==> src/rtl/linear_layer_srl_fifo_if.sv <==
// Stream FIFO handshake bundle: write side, read side, status flags and occupancy.
// Payload and counter widths follow the FIFO parameters.
interface linear_layer_srl_fifo_if #(
  parameter int DATA_WIDTH = 32,
  parameter int ADDR_WIDTH = 4
);
  logic                  if_write_ce;
  logic                  if_write;
  logic [DATA_WIDTH-1:0] if_din;
  logic                  if_full_n;
  logic                  if_almost_full_n;
  logic                  if_read_ce;
  logic                  if_read;
  logic [DATA_WIDTH-1:0] if_dout;
  logic                  if_empty_n;
  logic [ADDR_WIDTH:0]   count;

  modport master (
    output if_write_ce, if_write, if_din, if_read_ce, if_read,
    input  if_full_n, if_almost_full_n, if_dout, if_empty_n, count
  );

  modport slave (
    input  if_write_ce, if_write, if_din, if_read_ce, if_read,
    output if_full_n, if_almost_full_n, if_dout, if_empty_n, count
  );
endinterface

==> src/rtl/linear_layer_srl_fifo.sv <==
// SRL-based stream FIFO with registered flags, occupancy count and an optional
// registered first-word-fall-through output stage (OUT_REG=1).
module linear_layer_srl_fifo #(
  parameter int DATA_WIDTH = 32,
  parameter int DEPTH      = 16,
  parameter int ADDR_WIDTH = 4,
  parameter int OUT_REG    = 1,
  parameter int AF_MARGIN  = 2
) (
  input  logic                   clk,
  input  logic                   reset,
  linear_layer_srl_fifo_if.slave fifo
);
  localparam int CW        = ADDR_WIDTH + 1;
  localparam int CAPACITY  = DEPTH + OUT_REG;
  localparam int AF_TH     = CAPACITY - AF_MARGIN;
  localparam bit AF_ALWAYS = (AF_TH <= 0);
  localparam logic [CW-1:0] CAP_C   = CW'(CAPACITY);
  localparam logic [CW-1:0] AF_TH_C = AF_ALWAYS ? '0 : CW'(AF_TH);

  logic [DATA_WIDTH-1:0] r_srl [DEPTH];
  logic [CW-1:0]         r_srl_cnt;
  logic [CW-1:0]         r_count;
  logic                  r_full_n;
  logic                  r_empty_n;
  logic                  r_af_n;

  logic                  w_wr_acc;
  logic                  w_rd_acc;
  logic                  w_srl_pop;
  logic                  w_ov;
  logic                  w_ov_next;
  logic [CW-1:0]         w_srl_cnt_next;
  logic [CW-1:0]         w_cnt_next;
  logic [ADDR_WIDTH-1:0] w_head_idx;
  logic [DATA_WIDTH-1:0] w_head;

  assign w_wr_acc   = fifo.if_write & fifo.if_write_ce & r_full_n & ~reset;
  assign w_rd_acc   = fifo.if_read & fifo.if_read_ce & r_empty_n & ~reset;
  assign w_head_idx = ADDR_WIDTH'(r_srl_cnt - 1'b1);
  assign w_head     = r_srl[w_head_idx];

  always_ff @(posedge clk) begin
    if (w_wr_acc) begin
      r_srl[0] <= fifo.if_din;
      for (int unsigned i = 1; i < unsigned'(DEPTH); i++) begin
        r_srl[i] <= r_srl[i-1];
      end
    end
  end

  // With the output stage, the SRL is drained by refills of the output
  // register rather than directly by reads.
  if (OUT_REG != 0) begin : g_out_reg
    logic                  r_ov;
    logic [DATA_WIDTH-1:0] r_dout;
    logic                  w_load;

    assign w_load    = (r_srl_cnt != '0) && (!r_ov || w_rd_acc);
    assign w_ov_next = w_load | (r_ov & ~w_rd_acc);
    assign w_srl_pop = w_load;
    assign w_ov      = r_ov;
    assign fifo.if_dout = r_dout;

    always_ff @(posedge clk) begin
      if (reset) begin
        r_ov   <= 1'b0;
        r_dout <= '0;
      end else begin
        r_ov <= w_ov_next;
        if (w_load) r_dout <= w_head;
      end
    end
  end else begin : g_out_comb
    assign w_ov_next    = 1'b0;
    assign w_srl_pop    = w_rd_acc;
    assign w_ov         = 1'b0;
    assign fifo.if_dout = w_head;
  end

  always_comb begin
    w_srl_cnt_next = r_srl_cnt;
    if (w_wr_acc && !w_srl_pop)      w_srl_cnt_next = r_srl_cnt + 1'b1;
    else if (!w_wr_acc && w_srl_pop) w_srl_cnt_next = r_srl_cnt - 1'b1;
    w_cnt_next = w_srl_cnt_next + {{(CW-1){1'b0}}, w_ov_next};
  end

  always_ff @(posedge clk) begin
    if (reset) begin
      r_srl_cnt <= '0;
      r_count   <= '0;
      r_full_n  <= 1'b1;
      r_empty_n <= 1'b0;
      r_af_n    <= !AF_ALWAYS;
    end else begin
      r_srl_cnt <= w_srl_cnt_next;
      r_count   <= w_cnt_next;
      r_full_n  <= (w_cnt_next < CAP_C);
      r_empty_n <= (OUT_REG != 0) ? w_ov_next : (w_srl_cnt_next != '0);
      r_af_n    <= !AF_ALWAYS && (w_cnt_next < AF_TH_C);
    end
  end

  assign fifo.if_full_n        = r_full_n;
  assign fifo.if_almost_full_n = r_af_n;
  assign fifo.if_empty_n       = r_empty_n;
  assign fifo.count            = r_count;

  logic w_unused;
  assign w_unused = w_ov;
endmodule

==> src/flat_wrapper.sv <==
// flat-port wrapper written by rule: the top's interface ports become plain ports
module linear_layer_srl_fifo_flat 
#(
  parameter int DATA_WIDTH = 32,
  parameter int DEPTH      = 16,
  parameter int ADDR_WIDTH = 4,
  parameter int OUT_REG    = 1,
  parameter int AF_MARGIN  = 2
)
  (clk, reset, fifo_if_write_ce, fifo_if_write, fifo_if_din, fifo_if_read_ce, fifo_if_read, fifo_if_full_n, fifo_if_almost_full_n, fifo_if_dout, fifo_if_empty_n, fifo_count);
  linear_layer_srl_fifo_if #(.DATA_WIDTH(DATA_WIDTH), .ADDR_WIDTH(ADDR_WIDTH)) fifo_i ();
  input  logic clk;
  input  logic reset;
  input wire logic [$bits(fifo_i.if_write_ce)-1:0] fifo_if_write_ce;
  input wire logic [$bits(fifo_i.if_write)-1:0] fifo_if_write;
  input wire logic [$bits(fifo_i.if_din)-1:0] fifo_if_din;
  input wire logic [$bits(fifo_i.if_read_ce)-1:0] fifo_if_read_ce;
  input wire logic [$bits(fifo_i.if_read)-1:0] fifo_if_read;
  output wire logic [$bits(fifo_i.if_full_n)-1:0] fifo_if_full_n;
  output wire logic [$bits(fifo_i.if_almost_full_n)-1:0] fifo_if_almost_full_n;
  output wire logic [$bits(fifo_i.if_dout)-1:0] fifo_if_dout;
  output wire logic [$bits(fifo_i.if_empty_n)-1:0] fifo_if_empty_n;
  output wire logic [$bits(fifo_i.count)-1:0] fifo_count;
  assign fifo_i.if_write_ce = fifo_if_write_ce;
  assign fifo_i.if_write = fifo_if_write;
  assign fifo_i.if_din = fifo_if_din;
  assign fifo_i.if_read_ce = fifo_if_read_ce;
  assign fifo_i.if_read = fifo_if_read;
  assign fifo_if_full_n = fifo_i.if_full_n;
  assign fifo_if_almost_full_n = fifo_i.if_almost_full_n;
  assign fifo_if_dout = fifo_i.if_dout;
  assign fifo_if_empty_n = fifo_i.if_empty_n;
  assign fifo_count = fifo_i.count;
  linear_layer_srl_fifo #(.DATA_WIDTH(DATA_WIDTH), .DEPTH(DEPTH), .ADDR_WIDTH(ADDR_WIDTH), .OUT_REG(OUT_REG), .AF_MARGIN(AF_MARGIN)) u_core (.clk(clk), .reset(reset), .fifo(fifo_i));
endmodule
==> config.mk <==
export PLATFORM = sky130hd
export DESIGN_NAME = linear_layer_srl_fifo_flat
export DESIGN_NICKNAME = d
export VERILOG_FILES = /design/src/rtl/linear_layer_srl_fifo_if.sv /design/src/rtl/linear_layer_srl_fifo.sv /design/src/flat_wrapper.sv
export SDC_FILE = /design/constraint.sdc
export NUM_CORES = 1
export LEC_CHECK = 0
export ABC_CLOCK_PERIOD_IN_PS = 17600
export CELL_PAD_IN_SITES_DETAIL_PLACEMENT = 0
export CELL_PAD_IN_SITES_GLOBAL_PLACEMENT = 1
export CORE_UTILIZATION = 58
export DETAILED_ROUTE_END_ITERATION = 12
export HOLD_SLACK_MARGIN = 0.08
export PLACE_DENSITY = 0.85
export REMOVE_ABC_BUFFERS = 1
export SYNTH_ARGS = -nofsm -noshare
export SYNTH_HDL_FRONTEND = slang
export SYNTH_SLANG_ARGS = --single-unit
==> constraint.sdc <==
create_clock -name clk -period 17.6 [get_ports clk]
set_input_delay 1.76 -clock clk [delete_from_list [all_inputs] [get_ports clk]]
set_output_delay 1.76 -clock clk [all_outputs]
set_load 0.03 [all_outputs]
==> reports/metrics.cfg <==
[status]
status = finished, violations left
violations = DRC

[global_routing]
antenna_found_initial = 0
grt_pass1_vias = 9924
track_usage_pct = 21.11
grt_pass1_wl_mm = 58.31
grt-ovfl-total = 0
grt_max_degree = 198

[sta]
rsz0062_at_grt = no
worst_pin_slew_ns = 1.179
min_period_over_period_pct = 30.66
maxSlewViolCount = 0
max_freq_ghz = 0.1853
hold_viol = 0
clock_skew_ns = 0.01647
finalSetupViolations = 0
slew_headroom_pct = 21.41
fin_crit_ns = 5.397
hold_ws_ns = 0.4370
tns_ns = 0

[floorplan]
die_h_um = 192.6
row_count = 69
dieArea_sq_mm = 0.03709
io_pins = 78
core_sq_mm = 0.03566
start_util_pct = 59.09
die_x_um = 192.6

[routing]
viasPerCell = 6.163
wire_per_inst_um = 24.04
ant_nets = 0
drtIter0Drc = 893
num_vias = 9485
wirelength_mm = 36.99
drtPass1Iterations = 9
drc_errors = 14

[logic_synthesis]
ys_ff_latch = 557
yosys.area_share.xor_xnor_pct = 0.2910
synth_compound_area_share_pct = 1.402
synth_adder_area_share_pct = 0.2969
ys_warn_count = 0
synthMuxAreaShare_pct = 17.38
synthCells = 937
ys_types = 41
yosys.area_share.simple_pct = 2.269
syn_area_sq_mm = 0.02107
ys_seq_area_share_pct = 77.25
avgSynthCellArea_sq_um = 22.49
synth_top_family_by_area = multiplexers

[worst_setup_path]
rr_startpoint = u_core.r_srl_cnt[0]
cp-start-kind = input port
crit_arrival_ns = 5.59
crit_start = reset
path_class = input port to register
crit_path_end_kind = register
worstPathRequired_ns = 17.79
crit_fanout = 197

[clocking]
cts_tree = yes
clockBufferDepth = 3
clkTransAtPathRegs_ns = 0.06
cts_resized = 0
numCtsBuffers = 54
postCtsHoldBufs = 0
cts_max_level = 2
clk_latency_ns = 0.58
cts.sinks = 557
post-cts-setup-buffers = 0
root_buffer = clkbuf_16

[placement]
io_buffers = 77
dp_cells = 1439
routabilityCongestion = 0.7475
dp_hpwl_mm = 19.93

[power_and_ir_drop]
power_density_mw_per_mm2 = 161.9
finalPower_mw = 3.919
peakVddDrop_mv = 0.1043
power.leakage_nw = 7.622

[layout]
seq_area_sq_mm = 0.01628
multiInputGateArea_sq_mm = 0.004593
area_delta_synth_final_pct = 14.88
diodes = 0
final_util_pct = 67.88
final_nets = 1077
fillers = 2174
final_cells = 1539
drive_gt1_share_pct = 24.95

[run]
cap_viol_max_count = 0

[worst_hold_path]
hp-class = register to register
hp-start = u_core.r_srl[1][4]

registers in the layout, summed over array words and instances (netlist names):
signal,count
u_core.r_srl,512
u_core.fifo.if_dout,32
u_core.fifo.count,5
u_core.r_srl_cnt,5
u_core.fifo.if_almost_full_n,1
u_core.fifo.if_full_n,1
u_core.g_out_reg.r_ov,1
cells in the mapped netlist (all sizes together):
| library cell | n | share of area (%) |
|---|---|---|
| a21o | 1 | 0.036 |
| mux2i | 3 | 0.20 |
| dfxtp | 45 | 4.3 |
| xor2 | 1 | 0.042 |
| nand4b | 1 | 0.042 |
| clkbuf | 24 | 0.43 |
| a31oi | 1 | 0.030 |
| nand2 | 71 | 1.3 |
| and3 | 1 | 0.053 |
| o311ai | 1 | 0.042 |
| ha | 5 | 0.30 |
| edfxtp | 512 | 73 |
| nor2b | 6 | 0.18 |
| a211o | 1 | 0.042 |
| clkinv | 1 | 0.018 |
| or3 | 2 | 0.059 |
| nor3 | 1 | 0.024 |
| nand3 | 2 | 0.048 |
| a21oi | 38 | 0.94 |
| a31o | 1 | 0.042 |
| mux4 | 160 | 17 |
| o21ai | 3 | 0.12 |
| o211ai | 2 | 0.071 |
| nand3b | 1 | 0.095 |
| xnor2 | 6 | 0.25 |
| nor2 | 7 | 0.12 |
| buf | 24 | 0.58 |
| inv | 5 | 0.089 |
| mux2 | 1 | 0.071 |
| nand4 | 5 | 0.15 |
| o32ai | 1 | 0.077 |
| or4b | 1 | 0.065 |
| nand4bb | 1 | 0.053 |
| and3b | 1 | 0.042 |
| nor4b | 1 | 0.071 |
power breakdown:
part           internal, mW  switching (mW)  leakage [nW]  total [mW]
sequential             1.53          0.0683          5.06        1.60
clock                 0.726           0.475         0.909        1.20
combinational         0.549           0.570          1.65        1.12
cells by family (layout without fill, tap and decap cells):
logic type	after synthesis	after routing
muxes	164	164
DFF	557	557
AOI/OAI and AO/OA	49	49
and+or+nand+nor	101	101
adders and majority gates	5	5
buffers and inverters	54	195
xor gates and xnor gates	7	7
per-layer routing:
| metal | global-route usage, % | share of wire (%) | up-vias |
|---|---|---|---|
| met5 | 0 | 0 | - |
| met4 | 6.057 | 2.1 | 0 |
| met3 | 3.528 | 4.6 | 61 |
| met2 | 32.97 | 50 | 246 |
| met1 | 31.27 | 43 | 5064 |
| li1 | - | - | 4114 |
cell type report:
cell class / instances / share of cell area (%)
inverters: 6 / 0.1241
well taps: 461 / 2.383
repair buffers: 89 / 3.587
flip-flops and latches: 557 / 67.26
clock inverters: 26 / 1.484
multi-input cells: 326 / 18.98
clock buffers: 74 / 6.188
placed cells by master, fill, tap and decap left out, types with 2 or more instances in the layout:
master	n
nor2_1	7
ha_1	4
clkinv_2	9
mux4_2	160
or3_1	2
clkdlybuf4s50_1	76
mux2i_1	2
inv_1	4
xnor2_2	2
bufinv_16	9
edfxtp_1	512
clkinv_1	6
clkbuf_1	14
nor2b_1	6
nand4_1	5
nand2_1	71
buf_4	11
clkbuf_8	5
xnor2_1	4
clkbuf_16	55
o211ai_1	2
nand3_1	2
a21oi_1	36
dfxtp_1	44
o21ai_1	2
worst max-delay path, cell delays in order:
cell,delay (ns)
buf_2,0.10
buf_4,0.34
nand4b_1,0.61
inv_8,0.89
buf_12,0.71
buf_4,0.87
metrics by stage:
step	worst slack, ns	instance area [sq um]
after floorplan	7.472	20860
after global placement	11.67	22350
after detailed placement	11.53	22350
after CTS	12.15	24200
after global routing	11.88	24200
final	12.20	24200
final timing paths:
path              slack [ns]  depth (start not counted)                       to
setup / recovery       12.20                          6      u_core.r_srl[13][5]
hold / removal          0.44                          0       u_core.r_srl[2][4]
setup reg to reg       13.08                          8  u_core.fifo.if_dout[11]
hold reg to reg         0.44                          0       u_core.r_srl[2][4]
(Power assumes the default switching activity.)
